## src/rtl/i2s_pkg.sv

```systemverilog
// Shared types and slot-mapping helper for the I2S DAC transmitter.
// I2S_TX_LEFT_JUSTIFIED_EN selects left-justified framing with lrclk=1 on the left slot.
package i2s_pkg;

   localparam int unsigned SLOT_W     = 32;
   localparam int unsigned FRAME_BITS = 64;
   localparam int unsigned BIT_CNT_W  = 6;

   typedef enum logic {
      StIdle = 1'b0,
      StRun  = 1'b1
   } state_e;

`ifdef I2S_TX_LEFT_JUSTIFIED_EN
   localparam logic LRCLK_LEFT = 1'b1;
`else
   localparam logic LRCLK_LEFT = 1'b0;
`endif

   // MSB-first sample bit index driven at bit_cnt, or -1 for slot padding.
   function automatic int slot_bit(input int unsigned sample_w,
                                   input logic [BIT_CNT_W-1:0] bit_cnt);
      int pos;
      pos = int'(bit_cnt) % int'(SLOT_W);
`ifdef I2S_TX_LEFT_JUSTIFIED_EN
      if (pos < int'(sample_w)) begin
         return pos;
      end
`else
      // Standard I2S delays the MSB by one bclk after the lrclk edge.
      if ((pos >= 1) && (pos <= int'(sample_w))) begin
         return pos - 1;
      end
`endif
      return -1;
   endfunction

endpackage

```

## src/rtl/i2s_clk_gen.sv

```systemverilog
// Clock-enable divider producing bclk, a fall strobe and the 0..63 bit counter.
// Held at zero while en_i is low.
module i2s_clk_gen
   import i2s_pkg::*;
#(
   parameter int unsigned BCLK_DIV = 16
) (
   input  logic                 clock,
   input  logic                 reset,
   input  logic                 en_i,
   output logic                 bclk_o,
   output logic                 bclk_fall_o,
   output logic [BIT_CNT_W-1:0] bit_cnt_o
);

   localparam int unsigned     DivW    = $clog2(BCLK_DIV);
   localparam logic [DivW-1:0] DivLast = DivW'(BCLK_DIV - 1);

   logic [DivW-1:0]      div_cnt_q, div_cnt_d;
   logic                 bclk_q, bclk_d;
   logic [BIT_CNT_W-1:0] bit_cnt_q, bit_cnt_d;
   logic                 div_tc;

   always_comb begin : div_next
      div_tc    = (div_cnt_q == DivLast);
      div_cnt_d = div_cnt_q;
      bclk_d    = bclk_q;
      bit_cnt_d = bit_cnt_q;
      if (!en_i) begin
         div_cnt_d = '0;
         bclk_d    = 1'b0;
         bit_cnt_d = '0;
      end else if (div_tc) begin
         div_cnt_d = '0;
         bclk_d    = ~bclk_q;
         if (bclk_q) begin
            bit_cnt_d = bit_cnt_q + BIT_CNT_W'(1);
         end
      end else begin
         div_cnt_d = div_cnt_q + DivW'(1);
      end
   end

   always_ff @(posedge clock) begin : div_regs
      if (reset) begin
         div_cnt_q <= '0;
         bclk_q    <= 1'b0;
         bit_cnt_q <= '0;
      end else begin
         div_cnt_q <= div_cnt_d;
         bclk_q    <= bclk_d;
         bit_cnt_q <= bit_cnt_d;
      end
   end

   // Strobe is high in the cycle whose closing edge drives bclk low.
   assign bclk_fall_o = en_i && div_tc && bclk_q;
   assign bclk_o      = bclk_q;
   assign bit_cnt_o   = bit_cnt_q;

endmodule

```

## src/rtl/i2s_dac_tx.sv

```systemverilog
// I2S serialiser for the ADAU1761 DAC path; bclk/lrclk are clock-enable divided from clock.
// Define I2S_TX_LEFT_JUSTIFIED_EN for left-justified framing (lrclk=1 marks the left slot).
module i2s_dac_tx
   import i2s_pkg::*;
#(
   parameter int unsigned BCLK_DIV = 16,
   parameter int unsigned SAMPLE_W = 24
) (
   input  logic                clock,
   input  logic                reset,
   input  logic [SAMPLE_W-1:0] in_left,
   input  logic [SAMPLE_W-1:0] in_right,
   input  logic                in_valid,
   output logic                in_ready,
   output logic                bclk,
   output logic                lrclk,
   output logic                sdata,
   output logic                underrun
);

   localparam int unsigned IdxW = (SAMPLE_W > 1) ? $clog2(SAMPLE_W) : 1;

   state_e               state_q, state_d;
   logic                 pend_full_q, pend_full_d;
   logic [SAMPLE_W-1:0]  pend_left_q, pend_left_d;
   logic [SAMPLE_W-1:0]  pend_right_q, pend_right_d;
   logic [SAMPLE_W-1:0]  left_q, left_d;
   logic [SAMPLE_W-1:0]  right_q, right_d;
   logic                 lrclk_q, lrclk_d;
   logic                 sdata_q, sdata_d;
   logic                 underrun_q, underrun_d;

   logic                 clk_en;
   logic                 first_load;
   logic                 bclk_fall;
   logic                 accept;
   logic                 load;
   logic                 update;
   logic [BIT_CNT_W-1:0] bit_cnt;
   logic [BIT_CNT_W-1:0] tx_bit;
   logic [SAMPLE_W-1:0]  tx_word;
   logic [IdxW-1:0]      word_idx;
   int                   slot_idx;

   i2s_clk_gen #(
      .BCLK_DIV(BCLK_DIV)
   ) u_clk_gen (
      .clock      (clock),
      .reset      (reset),
      .en_i       (clk_en),
      .bclk_o     (bclk),
      .bclk_fall_o(bclk_fall),
      .bit_cnt_o  (bit_cnt)
   );

   always_ff @(posedge clock) begin : state_reg
      if (reset) begin
         state_q <= StIdle;
      end else begin
         state_q <= state_d;
      end
   end

   always_comb begin : state_next
      state_d = state_q;
      unique case (state_q)
         StIdle:  if (pend_full_q) state_d = StRun;
         StRun:   state_d = StRun;
         default: state_d = StIdle;
      endcase
   end

   always_comb begin : state_out
      clk_en     = 1'b0;
      first_load = 1'b0;
      unique case (state_q)
         StIdle:  first_load = pend_full_q;
         StRun:   clk_en = 1'b1;
         default: ;
      endcase
   end

   always_comb begin : data_next
      accept = in_valid && !pend_full_q;
      update = first_load || (clk_en && bclk_fall);
      load   = first_load ||
               (clk_en && bclk_fall && (bit_cnt == BIT_CNT_W'(FRAME_BITS - 1)));
      // Outputs are registered, so they are computed for the bit that starts at the fall.
      tx_bit = first_load ? '0 : bit_cnt + BIT_CNT_W'(1);

      pend_full_d  = pend_full_q;
      pend_left_d  = pend_left_q;
      pend_right_d = pend_right_q;
      if (load) begin
         pend_full_d = 1'b0;
      end
      if (accept) begin
         pend_full_d  = 1'b1;
         pend_left_d  = in_left;
         pend_right_d = in_right;
      end

      left_d     = left_q;
      right_d    = right_q;
      underrun_d = 1'b0;
      if (load) begin
         if (pend_full_q) begin
            left_d  = pend_left_q;
            right_d = pend_right_q;
         end else begin
            underrun_d = 1'b1;
         end
      end

      tx_word  = tx_bit[BIT_CNT_W-1] ? right_d : left_d;
      slot_idx = slot_bit(SAMPLE_W, tx_bit);
      word_idx = IdxW'(int'(SAMPLE_W) - 1 - slot_idx);

      lrclk_d = lrclk_q;
      sdata_d = sdata_q;
      if (update) begin
         lrclk_d = tx_bit[BIT_CNT_W-1] ? ~LRCLK_LEFT : LRCLK_LEFT;
         sdata_d = (slot_idx < 0) ? 1'b0 : tx_word[word_idx];
      end
   end

   always_ff @(posedge clock) begin : data_regs
      if (reset) begin
         pend_full_q  <= 1'b0;
         pend_left_q  <= '0;
         pend_right_q <= '0;
         left_q       <= '0;
         right_q      <= '0;
         lrclk_q      <= 1'b1;
         sdata_q      <= 1'b0;
         underrun_q   <= 1'b0;
      end else begin
         pend_full_q  <= pend_full_d;
         pend_left_q  <= pend_left_d;
         pend_right_q <= pend_right_d;
         left_q       <= left_d;
         right_q      <= right_d;
         lrclk_q      <= lrclk_d;
         sdata_q      <= sdata_d;
         underrun_q   <= underrun_d;
      end
   end

   assign in_ready = !pend_full_q;
   assign lrclk    = lrclk_q;
   assign sdata    = sdata_q;
   assign underrun = underrun_q;

endmodule

```

## config.mk

```make
export PLATFORM = sky130hd
export DESIGN_NAME = i2s_dac_tx
export DESIGN_NICKNAME = d
export VERILOG_FILES = /design/src/rtl/i2s_pkg.sv /design/src/rtl/i2s_clk_gen.sv /design/src/rtl/i2s_dac_tx.sv
export SDC_FILE = /design/constraint.sdc
export NUM_CORES = 1
export LEC_CHECK = 0
export CORE_ASPECT_RATIO = 1.25
export CORE_UTILIZATION = 48
export CTS_BUF_LIST = sky130_fd_sc_hd__clkbuf_8
export DETAILED_ROUTE_END_ITERATION = 8
export PLACE_DENSITY = 0.71
export REMOVE_ABC_BUFFERS = 1
export SLEW_MARGIN = 20
export SYNTH_ARGS = -nofsm -noshare
export SYNTH_HDL_FRONTEND = slang
export SYNTH_SLANG_ARGS = --single-unit
```

## constraint.sdc

```tcl
create_clock -name clock -period 7.3 [get_ports clock]
set_clock_uncertainty 0.2 [all_clocks]
set_input_delay 1.825 -clock clock [delete_from_list [all_inputs] [get_ports clock]]
set_output_delay 1.825 -clock clock [all_outputs]
set_load 0.02 [all_outputs]
```

* Word level (Yosys, flattened, before mapping)
Cells that the tools add are included.
** Storage, ports and cells
- Register bits after elaboration :: 112
- Word-level logic and storage cells :: 60
- Input port bits :: 51
- Output and inout port bits :: 5
** Operators by class
- Order comparisons :: 4
- Add/subtract/negate cells :: 4
- Reduce and logical (&&, ||, !) cells :: 14
- Multiplexer cells :: 20
- Bitwise operators :: 4
- Equality and inequality tests :: 2
** Operators by type and width (number)
- $mux 24 :: 5
- $mux 32 :: 2
- $lt 32x1->1 const B :: 1
- $mux 1 :: 10
- $add 6x1->6 const B :: 1
- $eq 6x6->1 const B :: 1
- $logic_and 1x1->1 :: 6
- $lt 5x6->1 const B :: 1
- $mux 6 :: 1
- $sub 5x1->6 const B :: 1
- $bmux 1 s5 :: 1
- $ge 5x1->1 const B :: 1
- $le 5x5->1 const B :: 1
- $sub 5x5->5 const A :: 1
- $add 4x1->4 const B :: 1
- $eq 4x4->1 const B :: 1
- $not 1->1 :: 4
- $reduce_or 2->1 :: 2
- $reduce_or 3->1 :: 1
- $logic_or 1x1->1 :: 2
- $pmux 1 s2 :: 1
- $reduce_and 2->1 :: 1
- $reduce_bool 2->1 :: 1
- $logic_not 1->1 :: 1

* Longest topological paths before layout
- Word-level depth :: 11
- Mapped depth :: 16
- Depth with buffers taken out :: 13

* Cells and area by module
Synthesis repeated with hierarchy kept, for this count alone.
** Second synthesis, totals
- Cells, all modules :: 655
- Area total of the unflattened synthesis :: 5190.0 um2
** Modules (own cells, without submodules)
- i2s_dac_tx :: times used 1, area an instance 4719.5 um2, cells an instance 602, sequential area each 2021.9 um2
- i2s_clk_gen :: times used 1, area an instance 470.5 um2, cells an instance 53, sequential area each 220.2 um2

* Worst setup path before layout
No wires, ideal clock.
- Path kind :: input to register
- From :: in reset
- To :: reg sdata_q, in the netlist sdata
- Required time :: 7.012 ns
- Arrival :: 2.797 ns
- Path slack :: 4.215 ns
- Stages on the path :: 5
- Buffers on the path :: 0
- Setup time :: 0.088 ns
- Path through :: a311o_1 or3_1 o21ai_0 a21oi_1 nor4_2
** RTL lines
- from (decl) :: line i2s_dac_tx.sv:10 : input logic reset,
- to (signal assigned) :: line i2s_dac_tx.sv:144 : sdata_q <= sdata_d;
- to (decl) :: line i2s_dac_tx.sv:30 : logic sdata_q, sdata_d;

* Worst setup path after layout
- From :: reg pend_full_q
- To :: reg sdata_q, in the netlist sdata
** On the way
- Cells in the longest elaborated chain, start to end :: 10
- Elaborated cells between the ends (all ways) :: 21
- Classes of those cells :: add/sub: 2; order compare: 3; mux: 13; reduce/logical: 3
** Ends and longest elaborated chain
- from (decl) :: line i2s_dac_tx.sv:24 : logic pend_full_q, pend_full_d;
- from (signal assigned) :: line i2s_dac_tx.sv:138 : pend_full_q <= pend_full_d;
- $mux 1 :: line i2s_dac_tx.sv:76 : unique case (state_q)
- $mux 6 :: line i2s_dac_tx.sv:89 : tx_bit = first_load ? '0 : bit_cnt + BIT_CNT_W'(1);
- $ge 5x1->1 or $le 5x5->1 (tied branches) :: line i2s_pkg.sv:31 : if ((pos >= 1) && (pos <= int'(sample_w))) begin
- $logic_and 1x1->1 :: line i2s_pkg.sv:31
- $mux 32 or $mux 1 (tied branches) :: line i2s_pkg.sv:31
- $mux 32 :: line i2s_pkg.sv:35 : return -1;
- $sub 5x5->5 :: line i2s_dac_tx.sv:117 : word_idx = IdxW'(int'(SAMPLE_W) - 1 - slot_idx);
- $bmux 1 s5 :: line i2s_dac_tx.sv:123 : sdata_d = (slot_idx < 0) ? 1'b0 : tx_word[word_idx];
- $mux 1 (not written as such) :: line i2s_dac_tx.sv:123
- $mux 1 :: line i2s_dac_tx.sv:123
Several ways; a longest one is shown, not always the timed one. The select of a mux whose other input is x is not followed.
A chain may end at the register's enable or synchronous reset.

==> out/summary.json <==
{
  "yosys": {
    "synthFlopType": "dfxtp_1",
    "synth_simple_gate_area_share_pct": 22.5,
    "ys_seq_elements": 112,
    "post_synth.cell_area_avg_um2": 8.04,
    "dominant_combinational_cell_family_by_area_after_synthesis": "simple AND/OR/NAND/NOR gates",
    "synth_adder_area_share_pct": 1.19,
    "most_frequent_cells_after_synthesis": "nand2_1 (213), dfxtp_1 (112), a21oi_1 (108)",
    "complex_gate_fraction_of_the_synthesized_area_pct": 16.1,
    "post_synth_inst_count": 654,
    "yosysWarningCount": 0,
    "syn_area_mm2": 0.00526,
    "netlist_top_cells_area": "dfxtp_1 (43%), nand2_1 (15%), a21oi_1 (10%)",
    "post_synth_num_cell_types": 57,
    "yosysSeqAreaShare_pct": 42.6,
    "post_synth_edffs": 0,
    "yosys.cell_count.top_type": "nand2_1",
    "yosys-mux-area-fraction_pct": 10.4,
    "yosys.area.top_type_share_pct": 42.6,
    "synth_top_cell_by_area": "dfxtp_1",
    "synth_xor_area_share_pct": 1.97,
    "postSynth.asyncResetShare_pct": 0
  },
  "global_route": {
    "antenna_found_initial": 0,
    "grt.total_usage_pct": 21.1,
    "grt_pass1_wl_um": 19000,
    "largest_net_degree_at_the_start_of_global_routing": 75,
    "globalRoute.totalOverflow": 0,
    "vias_in_the_first_global_route": 4196
  },
  "min_path": {
    "timing.hold.worst_endpoint": "left_q[21]",
    "hp-class": "reg -> reg",
    "worstHoldStart": "left_q[21]",
    "min_delay_path_depth": 2
  },
  "clock_tree": {
    "clock_latency_ns": 0.37,
    "post_cts_buffers": 0,
    "clock_tree.htree_level_count": 3,
    "postCtsHoldBufs": 0,
    "cts_num_sinks": 112,
    "ctsRootBufferMaster": "clkbuf_8",
    "numCtsBuffers": 9,
    "clock_pin_slew_on_the_worst_setup_and_hold_paths_ns": 0.10,
    "cts_resized": 0,
    "cts_tree": "yes",
    "cts_max_path_buffers": 2
  },
  "critical_path": {
    "r2r_end": "sdata",
    "worstPathRequired_ns": 7.37,
    "cp-startpoint": "pend_full_q",
    "ordered_cell_list_for_the_critical_path": "nand2b_1, nand2b_1, inv_2, ha_1, inv_1, o211ai_1, a211o_1, nand3_2, mux2i_1, mux2_2, a221oi_2, and4_1, nor4_2",
    "ff2ff_path_depth": 13,
    "endpoint_kind": "flip-flop",
    "crit_path_max_incr_delay_ns": 0.58,
    "crit_path_start_kind": "flip-flop",
    "worst_path_most_repeated_cell": "nand2b_1",
    "timing.critical_path.slowest_stage_cell": "nand3_2",
    "timing.setup.critical_path_class": "reg -> reg",
    "crit_fanout": 29,
    "worst_path_arrival_ns": 3.84,
    "crit-reg2reg-launch": "pend_full_q",
    "reg2reg_slack_ns": 3.54
  },
  "route": {
    "sum_of_routed_wire_length_over_all_layers_um": 11200,
    "antenna_violating_nets_post_route": 0,
    "drc_errors": 0,
    "viasPerCell": 5.47,
    "first_iteration_detailed_routing_drc_count": 246,
    "route.detailed.wl_per_inst_um": 13.8,
    "detailedRoute.firstPassIterationCount": 4,
    "total_via_count_in_the_routed_design": 4452
  },
  "finish": {
    "drive_gt1_share_pct": 6.45,
    "finish.net_count": 733,
    "antenna_cells_inserted": 0,
    "postLayoutCoreUtil_pct": 56.9,
    "area_growth_syn_to_layout_pct": 14.9
  },
  "status": {
    "outcome": "complete, no violations"
  },
  "sta": {
    "layout_worst_path_cycle_share_pct": 51.5,
    "grt_setup_unrepaired": "no",
    "layout_min_cycle_time_ns": 3.76,
    "timing.hold.ws_ns": 0.258,
    "maxSlewHeadroom_pct": 30.4,
    "tightestPinTransition_ns": 1.04,
    "fmax_mhz": 266,
    "fin_tns_setup_ns": 0,
    "final-setup-viol-count": 0,
    "finalHoldViolations": 0,
    "timing.final.max_slew_violations": 0
  },
  "placed_design": {
    "finalWeightedCongestion": 0.860,
    "io_buffer_count": 55,
    "total_half_perimeter_wirelength_after_legalization_and_detailed_placement_um": 7490
  },
  "power": {
    "p_seq_share_pct": 51.4,
    "static-leakage-power_nw": 2.19,
    "power_density_mw_per_mm2": 211,
    "netSwitchingFraction_pct": 25.0,
    "power_report.internal_total_mw": 0.956,
    "comb_power_share_pct": 13.2,
    "share_clk_of_total_power_pct": 35.5,
    "power.ir.vdd_worst_mv": 0.0782,
    "power.switching_mw": 0.319
  },
  "floorplanning": {
    "placementRows": 42,
    "chip_width_um": 95.6,
    "dieArea_mm2": 0.0114,
    "ioPinCount": 56,
    "start_util_pct": 49.5,
    "coreArea_mm2": 0.0106,
    "fp.dieH_um": 119
  },
  "job": {
    "max-cap-violations": 0
  }
}
[cell type report]
type / count / area [um^2]
multi-input cells: 488 / 2760
flip-flops and latches: 112 / 2240
well taps: 132 / 165
repair buffers: 60 / 603
fillers: 976 / 4570
inverters: 6 / 22.5
clock buffers: 11 / 151
clock inverters: 5 / 103
[how the worst max path moves through the flow]
stage | slack, ns | end | depth (start not counted)
6_report | 3.54 | sdata | 13
5_1_grt | 3.30 | sdata | 13
4_1_cts | 3.57 | sdata | 13
3_5_place_dp | 3.47 | pend_right_q[3] | 4
3_3_place_gp | 3.54 | pend_right_q[15] | 4
2_1_floorplan | 3.39 | pend_left_q[0] | 3
[worst max-delay path: cells and delay by family, from the launching register on]
kind                       cells  cell delay, ns
AOI/OAI and AO/OA              3            0.68
adders and majority gates      1            0.22
buffers and inverters          2            0.15
DFF                            1            0.52
muxes                          2            0.50
and+or+nand+nor                5            1.37
[layout by cell type (no fill, tap or decap), types with 4 or more instances in the layout]
| master | netlist | layout |
|---|---|---|
| clkdlybuf4s50_1 | 0 | 54 |
| ha_1 | 5 | 5 |
| mux4_2 | 6 | 6 |
| a21oi_1 | 108 | 108 |
| inv_1 | 5 | 6 |
| clkbuf_8 | 0 | 11 |
| o22ai_1 | 4 | 4 |
| and3_1 | 5 | 5 |
| nand3_1 | 12 | 12 |
| xnor2_1 | 7 | 7 |
| and4_1 | 4 | 4 |
| mux2i_1 | 32 | 32 |
| nor3_1 | 7 | 7 |
| buf_4 | 2 | 4 |
| nand2_1 | 213 | 213 |
| mux2_2 | 5 | 5 |
| dfxtp_1 | 112 | 112 |
| o21ai_0 | 7 | 7 |
| o211ai_1 | 5 | 5 |
| nand2b_1 | 4 | 4 |
| nor2_1 | 18 | 18 |
[power groups by stage]
| stage | registers (mW) | logic (mW) | clock network (mW) |
|---|---|---|---|
| after CTS | 0.655 | 0.167 | 0.462 |
| after detailed placement | 0.669 | 0.167 | 0 |
| after global routing | 0.659 | 0.187 | 0.482 |
| after global placement | 0.668 | 0.162 | 0 |
| after floorplan | 0.664 | 0.0990 | 0 |
| final | 0.655 | 0.168 | 0.452 |
[metal layers]
layer	track usage (%)	vias to the layer above	wire, um
met5	0	-	0
met4	11.8	0	276
li1	-	2271	-
met1	25.3	2079	4930
met3	2.49	17	380
met2	35.8	85	5630
[cell families after synthesis]
| logic type | count (synthesis) |
|---|---|
| AND/OR/NAND/NOR | 280 |
| multiplexers | 45 |
| buffers and inverters | 54 |
| flip-flops | 112 |
| XOR/XNOR | 11 |
| adder cells (fa/ha/maj) | 5 |
| AO/OA/AOI/OAI | 147 |
[through the flow]
stage	cells	instance area (um^2)	power, mW	setup WS (ns)
5_1_grt	814	6040	1.33	3.30
4_1_cts	813	6020	1.28	3.57
2_1_floorplan	606	5010	0.763	3.39
3_5_place_dp	797	5760	0.836	3.47
6_report	814	6040	1.27	3.54
3_3_place_gp	797	5760	0.831	3.54
[state kept, by name, indices dropped and copies added (netlist names)]
signal               cells
left_q                  24
pend_left_q             24
pend_right_q            24
right_q                 24
u_clk_gen.bit_cnt_o      6
u_clk_gen.div_cnt_q      4
lrclk                    1
pend_full_q              1
sdata                    1
state_q                  1
u_clk_gen.bclk_o         1
underrun                 1
Note: power is estimated with default switching activity, not from simulation.
